File: src/rtl/mem_port_arbiter_if.sv
// Requester and memory-side signals of the fetch/data memory arbiter.
// The slave modport is the arbiter; the master modport is its environment.
interface mem_port_arbiter_if #(
  parameter int ADDR_WIDTH = 16
);
  logic                  if_req;
  logic [ADDR_WIDTH-1:0] if_addr;
  logic                  if_gnt;
  logic                  if_valid;
  logic [15:0]           if_rdata;
  logic                  if_err;

  logic                  dm_req;
  logic                  dm_wr;
  logic [ADDR_WIDTH-1:0] dm_addr;
  logic [15:0]           dm_wdata;
  logic                  dm_gnt;
  logic                  dm_valid;
  logic [15:0]           dm_rdata;
  logic                  dm_err;

  logic                  mem_en;
  logic                  mem_wr;
  logic [ADDR_WIDTH-1:0] mem_addr;
  logic [15:0]           mem_wdata;
  logic [15:0]           mem_rdata;

  modport master (
    output if_req, if_addr, dm_req, dm_wr, dm_addr, dm_wdata, mem_rdata,
    input  if_gnt, if_valid, if_rdata, if_err,
    input  dm_gnt, dm_valid, dm_rdata, dm_err,
    input  mem_en, mem_wr, mem_addr, mem_wdata
  );

  modport slave (
    input  if_req, if_addr, dm_req, dm_wr, dm_addr, dm_wdata, mem_rdata,
    output if_gnt, if_valid, if_rdata, if_err,
    output dm_gnt, dm_valid, dm_rdata, dm_err,
    output mem_en, mem_wr, mem_addr, mem_wdata
  );
endinterface

File: src/rtl/mem_port_arbiter.sv
// Shares one 16-bit single-port memory between the fetch port and the data port,
// one fixed-latency transaction at a time, data port first with a fetch starvation guard.
module mem_port_arbiter #(
  parameter int ADDR_WIDTH = 16,
  parameter int LATENCY    = 2,
  parameter int STARVE_MAX = 3
) (
  input  logic               clk,
  input  logic               rst_n,
  mem_port_arbiter_if.slave  bus
);

  localparam int CNT_W = (LATENCY > 1) ? $clog2(LATENCY) : 1;
  localparam int STV_W = (STARVE_MAX > 0) ? $clog2(STARVE_MAX + 1) : 1;
  localparam logic [CNT_W-1:0] CNT_INIT = CNT_W'(LATENCY - 1);
  localparam logic [STV_W-1:0] STV_MAX  = STV_W'(STARVE_MAX);

  typedef enum logic [1:0] {
    S_IDLE,
    S_ACCESS,
    S_RESP
  } state_t;

  state_t                r_state;
  logic [CNT_W-1:0]      r_cnt;
  logic [STV_W-1:0]      r_starve;
  logic                  r_isDm;
  logic                  r_wr;
  logic                  r_memEn;
  logic                  r_memWr;
  logic [ADDR_WIDTH-1:0] r_memAddr;
  logic [15:0]           r_memWdata;
  logic                  r_ifValid;
  logic                  r_ifErr;
  logic [15:0]           r_ifRdata;
  logic                  r_dmValid;
  logic                  r_dmErr;
  logic [15:0]           r_dmRdata;

  logic                  w_pickIf;
  logic                  w_ifGnt;
  logic                  w_dmGnt;
  logic                  w_selWr;
  logic                  w_selMis;
  logic [ADDR_WIDTH-1:0] w_selAddr;
  logic [15:0]           w_selWdata;

  // Grants are combinational so the requester sees acceptance in the cycle its inputs are latched.
  assign w_pickIf   = bus.if_req && (!bus.dm_req || (r_starve == STV_MAX));
  assign w_ifGnt    = (r_state == S_IDLE) && w_pickIf;
  assign w_dmGnt    = (r_state == S_IDLE) && bus.dm_req && !w_pickIf;
  assign w_selAddr  = w_ifGnt ? bus.if_addr : bus.dm_addr;
  assign w_selWr    = w_dmGnt && bus.dm_wr;
  assign w_selWdata = w_dmGnt ? bus.dm_wdata : 16'h0000;
  assign w_selMis   = w_selAddr[0];

  always_ff @(posedge clk or negedge rst_n) begin
    if (!rst_n) begin
      r_state    <= S_IDLE;
      r_cnt      <= '0;
      r_starve   <= '0;
      r_isDm     <= 1'b0;
      r_wr       <= 1'b0;
      r_memEn    <= 1'b0;
      r_memWr    <= 1'b0;
      r_memAddr  <= '0;
      r_memWdata <= '0;
      r_ifValid  <= 1'b0;
      r_ifErr    <= 1'b0;
      r_ifRdata  <= '0;
      r_dmValid  <= 1'b0;
      r_dmErr    <= 1'b0;
      r_dmRdata  <= '0;
    end else begin
      r_ifValid <= 1'b0;
      r_ifErr   <= 1'b0;
      r_dmValid <= 1'b0;
      r_dmErr   <= 1'b0;
      case (r_state)
        S_IDLE: begin
          if (w_ifGnt || w_dmGnt) begin
            r_isDm     <= w_dmGnt;
            r_wr       <= w_selWr;
            r_memAddr  <= {w_selAddr[ADDR_WIDTH-1:1], 1'b0};
            r_memWdata <= w_selWdata;
            if (w_ifGnt) begin
              r_starve <= '0;
            end else if (bus.if_req && (r_starve != STV_MAX)) begin
              r_starve <= r_starve + 1'b1;
            end
            // Misaligned requests never touch memory and answer on the next cycle.
            if (w_selMis) begin
              r_state   <= S_RESP;
              r_ifValid <= w_ifGnt;
              r_ifErr   <= w_ifGnt;
              r_dmValid <= w_dmGnt;
              r_dmErr   <= w_dmGnt;
              if (w_ifGnt) begin
                r_ifRdata <= '0;
              end else begin
                r_dmRdata <= '0;
              end
            end else begin
              r_state <= S_ACCESS;
              r_cnt   <= CNT_INIT;
              r_memEn <= 1'b1;
              r_memWr <= w_selWr && (CNT_INIT == '0);
            end
          end
        end
        S_ACCESS: begin
          if (r_cnt == '0) begin
            r_state <= S_RESP;
            r_memEn <= 1'b0;
            r_memWr <= 1'b0;
            if (r_isDm) begin
              r_dmValid <= 1'b1;
              r_dmRdata <= r_wr ? 16'h0000 : bus.mem_rdata;
            end else begin
              r_ifValid <= 1'b1;
              r_ifRdata <= bus.mem_rdata;
            end
          end else begin
            r_cnt   <= r_cnt - 1'b1;
            r_memWr <= r_wr && (r_cnt == CNT_W'(1));
          end
        end
        S_RESP: begin
          r_state <= S_IDLE;
        end
        default: begin
          r_state <= S_IDLE;
        end
      endcase
    end
  end

  assign bus.if_gnt    = w_ifGnt;
  assign bus.if_valid  = r_ifValid;
  assign bus.if_err    = r_ifErr;
  assign bus.if_rdata  = r_ifRdata;
  assign bus.dm_gnt    = w_dmGnt;
  assign bus.dm_valid  = r_dmValid;
  assign bus.dm_err    = r_dmErr;
  assign bus.dm_rdata  = r_dmRdata;
  assign bus.mem_en    = r_memEn;
  assign bus.mem_wr    = r_memWr;
  assign bus.mem_addr  = r_memAddr;
  assign bus.mem_wdata = r_memWdata;

endmodule

File: src/flat_wrapper.sv
// flat-port wrapper written by rule: the top's interface ports become plain ports
module mem_port_arbiter_flat 
#(
  parameter int ADDR_WIDTH = 16,
  parameter int LATENCY    = 2,
  parameter int STARVE_MAX = 3
)
  (clk, rst_n, bus_if_req, bus_if_addr, bus_dm_req, bus_dm_wr, bus_dm_addr, bus_dm_wdata, bus_mem_rdata, bus_if_gnt, bus_if_valid, bus_if_rdata, bus_if_err, bus_dm_gnt, bus_dm_valid, bus_dm_rdata, bus_dm_err, bus_mem_en, bus_mem_wr, bus_mem_addr, bus_mem_wdata);
  mem_port_arbiter_if #(.ADDR_WIDTH(ADDR_WIDTH)) bus_i ();
  input  logic clk;
  input  logic rst_n;
  input wire logic [$bits(bus_i.if_req)-1:0] bus_if_req;
  input wire logic [$bits(bus_i.if_addr)-1:0] bus_if_addr;
  input wire logic [$bits(bus_i.dm_req)-1:0] bus_dm_req;
  input wire logic [$bits(bus_i.dm_wr)-1:0] bus_dm_wr;
  input wire logic [$bits(bus_i.dm_addr)-1:0] bus_dm_addr;
  input wire logic [$bits(bus_i.dm_wdata)-1:0] bus_dm_wdata;
  input wire logic [$bits(bus_i.mem_rdata)-1:0] bus_mem_rdata;
  output wire logic [$bits(bus_i.if_gnt)-1:0] bus_if_gnt;
  output wire logic [$bits(bus_i.if_valid)-1:0] bus_if_valid;
  output wire logic [$bits(bus_i.if_rdata)-1:0] bus_if_rdata;
  output wire logic [$bits(bus_i.if_err)-1:0] bus_if_err;
  output wire logic [$bits(bus_i.dm_gnt)-1:0] bus_dm_gnt;
  output wire logic [$bits(bus_i.dm_valid)-1:0] bus_dm_valid;
  output wire logic [$bits(bus_i.dm_rdata)-1:0] bus_dm_rdata;
  output wire logic [$bits(bus_i.dm_err)-1:0] bus_dm_err;
  output wire logic [$bits(bus_i.mem_en)-1:0] bus_mem_en;
  output wire logic [$bits(bus_i.mem_wr)-1:0] bus_mem_wr;
  output wire logic [$bits(bus_i.mem_addr)-1:0] bus_mem_addr;
  output wire logic [$bits(bus_i.mem_wdata)-1:0] bus_mem_wdata;
  assign bus_i.if_req = bus_if_req;
  assign bus_i.if_addr = bus_if_addr;
  assign bus_i.dm_req = bus_dm_req;
  assign bus_i.dm_wr = bus_dm_wr;
  assign bus_i.dm_addr = bus_dm_addr;
  assign bus_i.dm_wdata = bus_dm_wdata;
  assign bus_i.mem_rdata = bus_mem_rdata;
  assign bus_if_gnt = bus_i.if_gnt;
  assign bus_if_valid = bus_i.if_valid;
  assign bus_if_rdata = bus_i.if_rdata;
  assign bus_if_err = bus_i.if_err;
  assign bus_dm_gnt = bus_i.dm_gnt;
  assign bus_dm_valid = bus_i.dm_valid;
  assign bus_dm_rdata = bus_i.dm_rdata;
  assign bus_dm_err = bus_i.dm_err;
  assign bus_mem_en = bus_i.mem_en;
  assign bus_mem_wr = bus_i.mem_wr;
  assign bus_mem_addr = bus_i.mem_addr;
  assign bus_mem_wdata = bus_i.mem_wdata;
  mem_port_arbiter #(.ADDR_WIDTH(ADDR_WIDTH), .LATENCY(LATENCY), .STARVE_MAX(STARVE_MAX)) u_core (.clk(clk), .rst_n(rst_n), .bus(bus_i));
endmodule
File: config.mk
export PLATFORM = sky130hd
export DESIGN_NAME = mem_port_arbiter_flat
export DESIGN_NICKNAME = d
export VERILOG_FILES = /design/src/rtl/mem_port_arbiter_if.sv /design/src/rtl/mem_port_arbiter.sv /design/src/flat_wrapper.sv
export SDC_FILE = /design/constraint.sdc
export NUM_CORES = 1
export LEC_CHECK = 0
export BUFFER_PORTS_ARGS = -buffer_cell sky130_fd_sc_hd__buf_2
export CORE_ASPECT_RATIO = 0.9
export CORE_MARGIN = 2
export CORE_UTILIZATION = 52
export CTS_BUF_LIST = sky130_fd_sc_hd__clkbuf_2 sky130_fd_sc_hd__clkbuf_4 sky130_fd_sc_hd__clkbuf_8
export CTS_CLUSTER_DIAMETER = 50
export CTS_CLUSTER_SIZE = 30
export DETAILED_ROUTE_END_ITERATION = 12
export PLACE_DENSITY = 0.95
export SETUP_SLACK_MARGIN = 0.15
export SLEW_MARGIN = 25
export SYNTH_ARGS = -nofsm -noshare
export SYNTH_HDL_FRONTEND = slang
export SYNTH_SLANG_ARGS = --single-unit
export TNS_END_PERCENT = 10
File: constraint.sdc
create_clock -name clk -period 3.75 [get_ports clk]
set_clock_uncertainty 0.15 [all_clocks]
set_input_delay 0.5625 -clock clk [delete_from_list [all_inputs] [get_ports clk]]
set_output_delay 0.5625 -clock clk [all_outputs]
set_load 0.01 [all_outputs]
==> results.json <==
{
  "worst_setup_path_start_kind": "flip-flop",
  "die_area_sq_mm": 0.00668,
  "grt_most_used_layer": "met2",
  "num_rows": 26,
  "numCtsBuffers": 9,
  "drtIter0Drc": 95,
  "path_class": "flip-flop to primary output",
  "fmax_ghz": 0.387,
  "grt_pass1_wl_um": 11700,
  "clock_tree.root_cell": "clkbuf_8",
  "insertion_delay_ps": 330,
  "setup_viol": 0,
  "core_sq_mm": 0.00576,
  "cts_resized": 0,
  "portBuffers": 139,
  "final.setup.tns_ps": 0,
  "maxCapViolations": 0,
  "clock-sinks": 76,
  "postCtsSetupBuffers": 0,
  "place_ws_ps": 1370,
  "initial_core_util_pct": 54.5,
  "wl_per_cell_um": 15.4,
  "drtAntennaViolNets": 0,
  "antenna_found_initial": 0,
  "holdCritPathClass": "input pin to async pin",
  "cts.path.max_buffers": 2,
  "whs_ps": 201,
  "fin_crit_ps": 2590,
  "die_width_um": 85.9,
  "p_per_area_mw_per_mm2": 843,
  "grt_remaining_overflow": 0,
  "drive_above_1_share_pct": 44.0,
  "ys_seq_area_share_pct": 60.6,
  "crit_fanout": 19,
  "maxSlewHeadroom_pct": 39.0,
  "ir_drop_v": 0.000421,
  "finalNetCount": 470,
  "dr.pass1.iters": 4,
  "fin_crit_sh_pct": 69.0,
  "fin_total_pwr_w": 0.00341,
  "drv_slew": 0,
  "cts_tree": "done",
  "routed_wl_um": 7330,
  "p_leak_nw": 2.27,
  "place_area_sq_mm": 0.00384,
  "clkSlewWorstSetupHoldPaths_ps": 80,
  "gp_congestion": 0.805,
  "grtUsageMet2_pct": 37.2,
  "die_h_um": 77.7,
  "syn_inst": 263,
  "via_per_inst": 5.26,
  "cp-end-kind": "primary output",
  "dpl.hpwl_um": 5140,
  "synth_seq_cells": 76,
  "tightest_slew_ps": 915,
  "worst_slack_ps": 1160,
  "yosysWarnings": 0,
  "ios": 141,
  "hold_viol_final": 0,
  "htreeDepth": 3,
  "synth_area_per_cell_sq_um": 11.9,
  "met1_usage_pct": 28.2,
  "grt_max_degree": 77,
  "vias": 2500,
  "grt_setup_unrepaired": "no",
  "grt_pass1_vias": 2475,
  "antenna_cells": 0,
  "status": "finished clean",
  "grtUsageTotal_pct": 22.5,
  "design_area_sq_mm": 0.00405,
  "syn-cell-area_sq_mm": 0.00314,
  "layout-area-overhead-vs-synth_pct": 28.8,
  "syn-num-nets": 333,
  "worstPathArrival_ps": 1870,
  "postCtsHoldBufs": 0,
  "use_met3_pct": 6.06,
  "drc_errors": 0,
  "synth_cell_type_count": 37,
  "crit_required_ps": 3040
}
synth_stat cells (all sizes together):
| master | n | share of area (%) |
|---|---|---|
| nand3 | 2 | 0.32 |
| nor3b | 1 | 0.24 |
| inv | 5 | 0.60 |
| a21o | 2 | 0.48 |
| a31oi | 1 | 0.68 |
| conb | 1 | 0.12 |
| o31a | 1 | 0.56 |
| o22ai | 1 | 0.20 |
| and3 | 1 | 0.20 |
| clkbuf | 3 | 0.36 |
| nor2b | 3 | 0.60 |
| nand2b | 2 | 0.40 |
| or3b | 1 | 0.36 |
| and4bb | 1 | 0.40 |
| nand2 | 55 | 6.7 |
| nor2 | 1 | 0.12 |
| a21oi | 1 | 0.16 |
| a211o | 1 | 0.28 |
| nor3 | 3 | 0.84 |
| mux2i | 15 | 4.8 |
| ha | 1 | 0.40 |
| buf | 13 | 3.2 |
| o21ai | 35 | 7.1 |
| a22o | 33 | 9.2 |
| a21boi | 1 | 0.36 |
| or4b | 1 | 0.32 |
| dfrtp | 76 | 61 |
| a221oi | 1 | 0.28 |
| and2 | 1 | 0.20 |
registers in the layout (all words and copies together), names as in the netlist, 2 cells and up:
signal / flops
u_core.bus.mem_addr: 15
u_core.r_state: 2
u_core.r_starve: 2
u_core.bus.mem_wdata: 16
u_core.bus.dm_rdata: 16
u_core.bus.if_rdata: 16
cells by family after synthesis:
group / synth area share, %
AO/OA/AOI/OAI: 19.3
flip-flops: 60.6
multiplexers: 4.78
adder cells (fa/ha/maj): 0.398
buffers and inverters: 4.18
AND/OR/NAND/NOR: 10.6
other: 0.119
final timing paths:
kind / start / endpoint / slack, ps / cells after the start
worst max-delay path: u_core.r_starve[0] / bus_if_gnt / 1160 / 5
worst min-delay path: rst_n / u_core.bus.mem_addr[15] / 200 / 1
worst max register to register: u_core.r_starve[0] / u_core.bus.dm_rdata[5] / 1480 / 5
worst min register to register: u_core.bus.if_rdata[11] / u_core.bus.if_rdata[11] / 330 / 2
max in group asynchronous: rst_n / u_core.r_cnt / 2650 / 1
min in group clk: bus_dm_wdata[13] / u_core.bus.mem_wdata[13] / 290 / 2
area by class of cell:
class	count	area (sq um)
Fill cell	424	1710
Multi-Input combinational cell	166	1120
Inverter	5	18.8
Sequential cell	76	1900
Tap cell	70	87.6
Clock inverter	6	40.0
Clock buffer	10	138
Timing Repair Buffer	142	741
report_power, final:
part           internal [W]  switching, W
clock              0.000255      0.000289
sequential          0.00120      0.000231
combinational      0.000628      0.000807
total               0.00209       0.00133
routing by layer:
layer / up-vias / wire [um]
li1: 1203 / -
met1: 1202 / 3100
met2: 88 / 3700
met3: 7 / 436
met4: 0 / 87
met5: - / 0
metrics by stage:
step / util [%] / cells
6_report: 70.3 / 475
5_1_grt: 70.3 / 475
4_1_cts: 69.8 / 474
3_5_place_dp: 66.7 / 458
3_3_place_gp: 66.7 / 458
2_1_floorplan: - / 263
cells in the final DEF (no fill, tap or decap), drive strengths merged, types with 2 or more instances in the layout:
master / synthesis / layout
a21o: 2 / 2
a22o: 33 / 33
buf: 13 / 142
clkbuf: 3 / 10
clkinv: 0 / 2
clkinvlp: 0 / 4
dfrtp: 76 / 76
inv: 5 / 5
mux2i: 15 / 15
nand2: 55 / 55
nand2b: 2 / 2
nand3: 2 / 2
nor2b: 3 / 3
nor3: 3 / 3
o21ai: 35 / 35
critical path, stage by stage, from the launching register on:
cell,delay (ps)
dfrtp_1,410
ha_1,260
nand2b_1,220
nand2_2,420
inv_1,70
buf_2,150
(Power assumes the default switching activity.)
